### config.mk
export PLATFORM = sky130hd
export DESIGN_NAME = seg_scan_controller
export DESIGN_NICKNAME = d
export VERILOG_FILES = /design/src/rtl/seg_scan_controller.sv
export SDC_FILE = /design/constraint.sdc
export NUM_CORES = 1
export LEC_CHECK = 0
export BUFFER_PORTS_ARGS = -buffer_cell sky130_fd_sc_hd__buf_4
export CAP_MARGIN = 20
export CORE_MARGIN = 2
export CORE_UTILIZATION = 45
export DETAILED_ROUTE_END_ITERATION = 7
export PLACE_DENSITY_LB_ADDON = 0.25
export SLEW_MARGIN = 20
export SYNTH_ARGS = -nofsm -noshare
export SYNTH_HDL_FRONTEND = slang
export SYNTH_SLANG_ARGS = --single-unit
### constraint.sdc
create_clock -name CLK100MHZ -period 4 [get_ports CLK100MHZ]
set_input_delay 1.2 -clock CLK100MHZ [delete_from_list [all_inputs] [get_ports CLK100MHZ]]
set_output_delay 1.2 -clock CLK100MHZ [all_outputs]
set_load 0.005 [all_outputs]
### src/rtl/seg_scan_controller.sv
// seg_scan_controller
//   Time-multiplexes an 8-digit common-anode seven-segment display from one
//   32-bit packed BCD word. Each digit slot starts with a blanked guard
//   interval (anti-ghosting). A word accepted while scanning is held in a
//   one-entry pending buffer and only becomes visible at the next frame end,
//   so a frame never mixes digits from two words.
//
// Ports
//   CLK100MHZ   system clock
//   resetSW     asynchronous, active-high reset
//   load_valid  producer has a new display word
//   load_data   packed BCD, nibble k = digit k (digit 0 rightmost)
//   load_ready  controller can accept a word (pending buffer empty)
//   blank_lz    1 = blank leading zeros
//   dp_mask     bit k lights the decimal point of digit k
//   AN          digit enables, active-low
//   C           segments a..g on C[6]..C[0], active-low
//   DP          decimal point, active-low
//   scan_done   one-cycle pulse on the last cycle of each frame
module seg_scan_controller #(
    parameter int CLK_DIV    = 100_000,
    parameter int GUARD      = 2_000,
    parameter int NUM_DIGITS = 8
) (
    input  logic        CLK100MHZ,
    input  logic        resetSW,
    input  logic        load_valid,
    input  logic [31:0] load_data,
    output logic        load_ready,
    input  logic        blank_lz,
    input  logic [7:0]  dp_mask,
    output logic [7:0]  AN,
    output logic [6:0]  C,
    output logic        DP,
    output logic        scan_done
);
    localparam int CW = $clog2(CLK_DIV);
    localparam logic [CW-1:0] LAST_CNT  = CW'(CLK_DIV - 1);
    localparam logic [CW-1:0] GUARD_END = CW'(GUARD - 1);
    localparam logic [2:0]    LAST_IDX  = 3'(NUM_DIGITS - 1);

    typedef enum logic [1:0] {S_BLANK, S_GUARD, S_ON} state_t;

    state_t        state, state_n;
    logic [CW-1:0] cnt, cnt_n;
    logic [2:0]    idx, idx_n;
    logic [31:0]   disp, disp_n, pend, pend_n;
    logic          pend_full, pend_full_n;
    logic          accept, frame_end;

    logic [7:0]    an_n;
    logic [6:0]    c_n;
    logic          dp_n, done_n;
    logic [3:0]    nib_n;

    function automatic logic [6:0] seg7(input logic [3:0] n);
        case (n)
            4'd0:    seg7 = 7'b0000001;
            4'd1:    seg7 = 7'b1001111;
            4'd2:    seg7 = 7'b0010010;
            4'd3:    seg7 = 7'b0000110;
            4'd4:    seg7 = 7'b1001100;
            4'd5:    seg7 = 7'b0100100;
            4'd6:    seg7 = 7'b0100000;
            4'd7:    seg7 = 7'b0001111;
            4'd8:    seg7 = 7'b0000000;
            4'd9:    seg7 = 7'b0000100;
            default: seg7 = 7'b1111110;   // non-BCD nibble shows a dash
        endcase
    endfunction

    // Digit k is a leading zero if it and every scanned digit above it are 0.
    function automatic logic lz_blank(input logic [31:0] v, input logic [2:0] k);
        if (k == 3'd0) return 1'b0;
        for (int i = 0; i < 8; i++)
            if (i >= int'(k) && i < NUM_DIGITS && v[4*i +: 4] != 4'd0) return 1'b0;
        return 1'b1;
    endfunction

    assign load_ready = ~pend_full;
    assign accept     = load_valid && load_ready;
    assign frame_end  = (state == S_ON) && (idx == LAST_IDX) && (cnt == LAST_CNT);

    always_comb begin
        state_n     = state;
        cnt_n       = cnt;
        idx_n       = idx;
        disp_n      = disp;
        pend_n      = pend;
        pend_full_n = pend_full;
        case (state)
            S_BLANK: begin
                // First word goes straight to the display; nothing is on screen yet.
                if (accept) begin
                    disp_n  = load_data;
                    state_n = S_GUARD;
                    cnt_n   = '0;
                    idx_n   = 3'd0;
                end
            end
            S_GUARD: begin
                cnt_n = cnt + CW'(1);
                if (cnt == GUARD_END) state_n = S_ON;
            end
            S_ON: begin
                if (cnt == LAST_CNT) begin
                    state_n = S_GUARD;
                    cnt_n   = '0;
                    idx_n   = (idx == LAST_IDX) ? 3'd0 : idx + 3'd1;
                end else begin
                    cnt_n = cnt + CW'(1);
                end
            end
            default: state_n = S_BLANK;
        endcase
        if (state != S_BLANK) begin
            if (frame_end && pend_full) begin
                disp_n      = pend;
                pend_full_n = 1'b0;
            end
            // Pending is empty whenever accept is possible, so a word taken
            // on the frame-end edge waits for the following frame end.
            if (accept) begin
                pend_n      = load_data;
                pend_full_n = 1'b1;
            end
        end
    end

    // Outputs are computed from next-state values and registered, so the
    // pins line up with the state they describe and change on one edge.
    always_comb begin
        an_n   = 8'hFF;
        c_n    = 7'h7F;
        dp_n   = 1'b1;
        nib_n  = disp_n[{idx_n, 2'b00} +: 4];
        done_n = (state_n == S_ON) && (idx_n == LAST_IDX) && (cnt_n == LAST_CNT);
        if (state_n == S_ON) begin
            an_n = ~(8'd1 << idx_n);
            if (!(blank_lz && lz_blank(disp_n, idx_n))) begin
                c_n  = seg7(nib_n);
                dp_n = ~dp_mask[idx_n];
            end
        end
    end

    always_ff @(posedge CLK100MHZ or posedge resetSW) begin
        if (resetSW) begin
            state     <= S_BLANK;
            cnt       <= '0;
            idx       <= 3'd0;
            disp      <= '0;
            pend      <= '0;
            pend_full <= 1'b0;
            AN        <= 8'hFF;
            C         <= 7'h7F;
            DP        <= 1'b1;
            scan_done <= 1'b0;
        end else begin
            state     <= state_n;
            cnt       <= cnt_n;
            idx       <= idx_n;
            disp      <= disp_n;
            pend      <= pend_n;
            pend_full <= pend_full_n;
            AN        <= an_n;
            C         <= c_n;
            DP        <= dp_n;
            scan_done <= done_n;
        end
    end
endmodule

==> out/metrics.csv, run 1 <==
metric,value,unit
outcome,finished clean,
Clock Path Buffers,2,
"Avg Cell Area, Syn",10.80,sq um
die height,116.1,um
# Post-CTS Setup Buffers,0,
register bit total from synthesis,104,
cts bufs inserted,9,
initial antenna violation count,0,
IO Count,62,
ANT cells,0,
Sequential Power Share,51.6,%
CTS tree,done,
Synth cell types,63,
final cell count without fillers,765,
"Slowest-stage cell, CP",dfrtp_1,
unrepaired setup endpoints after global routing,no,
H-tree level count,3,
Tmin final,3.594,ns
register area share after synthesis,46.34,%
max frequency,278.2,MHz
Sw Share,22.13,%
startpoint types,register,
1st-pass router iterations,4,
Slowest Stage Delay on Critical Path,0.43,ns
WL per Instance,17.59,um
Max Fanout on Critical Path,20,
global-route met3 utilization,6.642,%
Clock power frac,41.1,%
number of flops mapped to enable cells by yosys,0,
Max Cap Viol,0,
met2 usage,33.22,%
Lkg Pwr,0.002949,uW
DRC,0,
critical path's top delay family,multiplexers,
clk_lat worst skew,0.35,ns
# clock sinks,104,
ys async rst share,100.0,%
root buffer cell,clkbuf_16,
total gr overflow,0,
# setup viols final,0,
crit end category,register,
cells after synthesis,524,
critical-path cell list,ha_1 > nand4_1 > nor4_2 > and4_2 > buf_4 > mux2_2 > mux2i_1 > mux2i_2 > mux2_4 > a221oi_2 > o21ai_1,
vias in the first global route,4473,
cell taking the most area after synthesis,dfrtp_1,
clock skew,0.01211,ns
die area,0.01349,sq mm
cts hold-fix bufs,0,
fin crit share,89.85,%
GR Util met1,28.12,%
final antenna-violating net count,0,
top post-synthesis cells by area,"dfrtp_1 39%, mux2_2 15%, dfstp_2 7.4%",
largest net degree at the start of global routing,58,
Syn Nets,577,
post_cts resized,0,
number of vias per cell,5.746,
Fin Setup TNS,0,ns
Detailed Place HPWL,9874,um
Peak VDD IR,0.2812,mV
fin area,0.006674,sq mm
Gate power share,7.3,%
Most Crowded Layer GR,met2,
share of layout cells above drive strength 1,35.18,%
synth warn,0,
FP Rows,40,
Slew headroom,27.87,%
Placeable Area,0.01216,sq mm
DP Area,0.006381,sq mm
Iter 0 DRT Violations,270,
Crit Path Class,reg2reg,
required time worst endpoint,4.26,ns
Final Core Density,54.88,%
Post-Syn Area,0.005659,sq mm
# port buffers,61,
Worst Tran Pin Value,1.075,ns
endpoints failing hold,0,
Post-Route WL,13460,um
via count,4396,
All-Layer GR Usage,21.31,%
internal power,1666,uW
buffers plus inverters on the worst setup path,1,
Post-synth top flop,dfrtp_1,
pins over their slew limit,0,
chip width,116.1,um
top-area cell type share of the netlist area,38.91,%
global-route wire length before repair,22130,um
Pwr per Cell Area,320.6,mW/mm^2
placed insts,749,
Sw Pwr,473.5,uW
fin nets,645,
Initial Utilization,46.53,%
clk slew on worst S/H paths,0.07,ns
Layout area overhead,17.93,%
Arrival @ worst endpoint,3.86,ns
placer's final routability congestion estimate,0.8451,
Hold Crit Class,reg2reg,
-- power groups by stage --
stage,Combinational [uW],Sequential [uW],Clock [uW]
after floorplan,89.6,1120,0
after global placement,153,1120,0
after detailed placement,158,1120,0
after CTS,159,1100,911
after global routing,174,1110,956
final,156,1100,880
-- flip-flops by register name (all words and copies together) (netlist names) --
signal,cells
idx,3
cnt,17
DP,1
AN,8
disp,32
pend_full,1
C,7
scan_done,1
pend,32
state,2
-- worst reg2reg max path, cell delays in order, from the launching register on --
cell and delay, ns:
dfrtp_1 0.43, ha_1 0.24, nand4_1 0.18, nor4_2 0.40, and4_2 0.43, buf_4 0.30, mux2_2 0.39, mux2i_1 0.21
mux2i_2 0.16, mux2_4 0.35, a221oi_2 0.30, o21ai_1 0.11
-- metrics by stage --
stage | hold WS, ns | power, uW | setup slack [ns]
after floorplan | 0.4750 | 1205 | 0.09429
after global placement | 0.4911 | 1275 | 0.2043
after detailed placement | 0.4962 | 1281 | 0.1415
after CTS | 0.5135 | 2173 | 0.4513
after global routing | 0.5298 | 2237 | 0.03361
final | 0.5075 | 2140 | 0.4061
-- synthesized netlist by cell type, types with 4 or more instances --
cell type and instances:
inv_1 17, nand2_1 58, nor2b_1 4, mux2_2 76, a211oi_1 4, dfstp_2 16
nand3_1 12, nand4_1 4, clkbuf_1 8, or4_1 6, nor4_1 17, buf_2 9
ha_1 9, mux2i_1 27, dfrtp_1 88, buf_4 5, a31oi_1 10, a21oi_1 23
nor2_1 11, and3_1 9, nor3_1 6, and2_1 5, o21ai_0 44
-- placed cells by master, fill, tap and decap left out, types with 5 or more instances in the layout --
cell	count
dfrtp_1	88
buf_4	79
mux2_2	76
nand2_1	58
o21ai_0	44
mux2i_1	27
a21oi_1	23
nor4_1	17
dfstp_2	16
inv_1	16
nand3_1	12
nor2_1	11
a31oi_1	10
and3_1	9
ha_1	9
clkbuf_16	9
nor3_1	6
or4_1	6
and2_1	5
-- cell type report --
class                   instances  area [sq um]
multi-input cells             376          2838
well taps                     168         210.2
fillers                      1072          5488
clock buffers                  13         250.2
inverters                      20         77.57
clock inverters                 3         42.54
flip-flops and latches        104          2623
repair buffers                 81         633.1
-- routing by layer --
layer | part of all wire [%] | vias up
li1 | - | 2073
met1 | 45 | 2150
met2 | 47 | 152
met3 | 6.6 | 21
met4 | 2.0 | 0
met5 | 0 | -
-- logic make-up (layout without fill, tap and decap cells) --
logic type	Yosys count	count (layout)	synth area share (%)
AND/OR/NAND/NOR	146	146	13.84
AO/OA/AOI/OAI	112	112	12.74
multiplexers	107	107	21.20
flip-flops	104	104	46.34
buffers and inverters	44	117	3.582
adder cells (fa/ha/maj)	9	9	1.990
XOR/XNOR	2	2	0.3096
-- final timing paths --
kind	slack, ns	from	end	cells after the start
worst max-delay path	0.41	cnt[0]$_DFF_PP0_	C[2]$_DFF_PP1_	11
worst min-delay path	0.51	pend[2]$_DFFE_PP0P_	pend[2]$_DFFE_PP0P_	1
worst max register to register	0.41	cnt[0]$_DFF_PP0_	C[2]$_DFF_PP1_	11
worst min register to register	0.51	pend[2]$_DFFE_PP0P_	pend[2]$_DFFE_PP0P_	1
max in group asynchronous	2.34	resetSW	pend[1]$_DFFE_PP0P_	3
min in group asynchronous	0.97	resetSW	pend[27]$_DFFE_PP0P_	2
No activity file was read; power rests on OpenSTA's default activity.
==> run 2: changes to the inputs <==
ABC_AREA = 1   (was not set)
REMOVE_ABC_BUFFERS = 1   (was not set)
==> run 2 against run 1 <==
Net effect:
- flip-flop and latch count is the same
- non-clock buffer count fell by 12
- wire length increased by 8.2%
- sequential power down 4%
- global-route usage rose by 0.58 points
- die area rose by 4.4%
- final area rose by 2.3%
- core utilization shrank 1.2 points
- final cell count increased by 32%
- via count rose by 18%
- critical path type is now in2reg
- critical endpoint is now C[1]$_DFF_PP1_
- largest cell class unchanged
- largest power group unchanged
==> out/metrics.csv, run 2 <==
metric,value,unit
top-area cell type share of the netlist area,37.20,%
Post-Route WL,14570,um
max frequency,306.1,MHz
cell taking the most area after synthesis,dfrtp_1,
chip width,118.7,um
Clock power frac,44.1,%
synth warn,0,
outcome,finished clean,
All-Layer GR Usage,21.88,%
FP Rows,41,
share of layout cells above drive strength 1,20.43,%
# port buffers,61,
Hold Path Depth,2,
clk_lat worst skew,0.36,ns
Detailed Place HPWL,10620,um
ANT cells,0,
# Post-CTS Setup Buffers,0,
Initial Utilization,46.53,%
endpoints failing hold,0,
register area share after synthesis,44.30,%
required time worst endpoint,4.29,ns
post_cts resized,0,
cts hold-fix bufs,0,
Arrival @ worst endpoint,3.55,ns
cell mode on critical path,nand2_1,
FF-to-FF Start,cnt[0]$_DFF_PP0_,
WHS,0.4882,ns
final cell count without fillers,1009,
Pwr per Cell Area,299.4,mW/mm^2
startpoint types,primary input,
# clock sinks,104,
Gate power share,4.0,%
vias in the first global route,5133,
Iter 0 DRT Violations,325,
cells after synthesis,780,
crit end category,register,
most frequent cell after synthesis,nand2_1,
Synth cell types,45,
Sw Pwr,468.8,uW
clock skew,0.01113,ns
IO Count,62,
Max Cap Viol,0,
Final Core Density,53.68,%
pins over their slew limit,0,
Layout area overhead,15.37,%
Peak VDD IR,0.1793,mV
worst r2r path cells,18,
Slowest Stage Delay on Critical Path,0.29,ns
Sequential Power Share,51.9,%
critical path's top delay family,simple AND/OR/NAND/NOR gates,
Lkg Pwr,0.003473,uW
register bit total from synthesis,104,
1st-pass router iterations,6,
Max Fanout on Critical Path,40,
Sw Share,22.93,%
Slew headroom,53.80,%
Post-Syn Area,0.005919,sq mm
die height,118.7,um
"most common cell after layout, fill and taps aside",nand2_1,
Clock Path Buffers,2,
Tmin final,3.267,ns
top post-synthesis cells by area,"dfrtp_1 37%, nand2_1 15%, dfstp_2 7.1%",
ys async rst share,100.0,%
critical-path cell list,buf_4 > inv_1 > nor2_1 > nand2_2 > buf_12 > nand2_1 > o21ai_0 > nand2_1 > nand2_1 > nand2_1 > nand2_1 > nand2_1 > nand3_1 > nand2_1 > inv_1 > ha_1 > inv_1 > nand3_1 > nand3_1 > nand3_1,
"Avg Cell Area, Syn",7.589,sq um
fin nets,885,
placed insts,993,
"Slowest-stage cell, CP",nand2_2,
number of vias per cell,5.135,
Crit Path Class,in2reg,
Fin Setup TNS,0,ns
R2R Path End,C[3]$_DFF_PP1_,
# setup viols final,0,
DRC,0,
initial antenna violation count,0,
largest net degree at the start of global routing,66,
Placeable Area,0.01272,sq mm
hold_sp,pend[30]$_DFFE_PP0P_,
Top Registers,"disp (32), pend (32), cnt (17)",
buffers plus inverters on the worst setup path,5,
final antenna-violating net count,0,
via count,5181,
Hold Crit Class,reg2reg,
fin crit share,81.66,%
placer's final routability congestion estimate,0.8938,
CTS tree,done,
most frequent cells in the layout,"239 x nand2_1, 93 x inv_1, 88 x dfrtp_1",
global-route wire length before repair,24720,um
# fillers,1207,
Worst Tran Pin Value,0.6930,ns
total gr overflow,0,
clk slew on worst S/H paths,0.07,ns
cts bufs inserted,9,
WL per Instance,14.44,um
unrepaired setup endpoints after global routing,no,
r2r setup slk,1.05,ns
H-tree level count,3,
Hold Path Sink,pend[30]$_DFFE_PP0P_,
die area,0.01409,sq mm
number of flops mapped to enable cells by yosys,0,
root buffer cell,clkbuf_16,
internal power,1576,uW
Post-synth top flop,dfrtp_1,
Synth top cells by count,"241 x nand2_1, 94 x inv_1, 88 x dfrtp_1",
-- run 2: how the worst max path moves through the flow --
stage	slack, ns	depth (start not counted)	startpoint	to
2_1_floorplan	0.09	1	resetSW	cnt[0]$_DFF_PP0_
3_3_place_gp	0.52	17	load_valid	C[3]$_DFF_PP1_
3_5_place_dp	0.48	20	load_valid	C[1]$_DFF_PP1_
4_1_cts	0.84	20	load_valid	C[1]$_DFF_PP1_
5_1_grt	0.42	20	load_valid	C[1]$_DFF_PP1_
6_report	0.73	20	load_valid	C[1]$_DFF_PP1_
-- run 2: layout make-up --
class	instances	area [sq um]	area share (%)
clock inverters	7	71.32	1.044
well taps	172	215.2	3.151
clock buffers	9	225.2	3.298
repair buffers	69	543.0	7.952
inverters	107	414.1	6.064
multi-input cells	541	2738	40.09
flip-flops and latches	104	2623	38.40
-- run 2: stage by stage --
step	cell area, sq um	power, uW	setup slack, ns
6_report	6829	2045	0.7335
2_1_floorplan	5762	1114	0.08816
4_1_cts	6824	2062	0.8435
5_1_grt	6829	2113	0.4206
3_5_place_dp	6528	1164	0.4786
3_3_place_gp	6528	1164	0.5182
-- run 2: power groups by stage --
stage	Combinational, uW	Sequential [uW]	Clock [uW]
floorplan	34.3	1080	0
global placement	82.3	1080	0
detailed placement	83.1	1080	0
CTS	83.4	1060	917
global route	92.8	1060	958
finish	81.2	1060	902
-- run 2: layer usage --
metal | vias to the layer above | track usage [%] | part of all wire, %
met2 | 156 | 34.95 | 46
met3 | 21 | 4.971 | 6.3
met4 | 0 | 7.292 | 1.7
met1 | 2427 | 29.37 | 46
met5 | - | 0 | 0
li1 | 2577 | - | -
-- run 2: worst register-to-register path, cell delays in order, from the launching register on --
cell	delay (ns)
dfrtp_1	0.36
ha_1	0.20
nand2_2	0.08
nor2_4	0.17
nand2_1	0.09
nor2_2	0.13
nand4_4	0.29
buf_4	0.33
nand2_1	0.08
nand2_1	0.15
nand3_2	0.14
nand2_1	0.06
nor2_1	0.10
nand2_1	0.06
nand2_1	0.14
ha_1	0.26
nand3_1	0.10
nand3_1	0.08
nand3_1	0.08
-- run 2: kinds of logic (layout without fill, tap and decap cells) --
kind of cell             Yosys count  in the layout  share of synthesized area (%)
AO/OA/AOI/OAI                    116            116                          10.51
XOR/XNOR                           2              2                         0.2960
flip-flops                       104            104                          44.30
adder cells (fa/ha/maj)            9              9                          1.902
AND/OR/NAND/NOR                  414            414                          33.38
buffers and inverters            135            192                          9.617
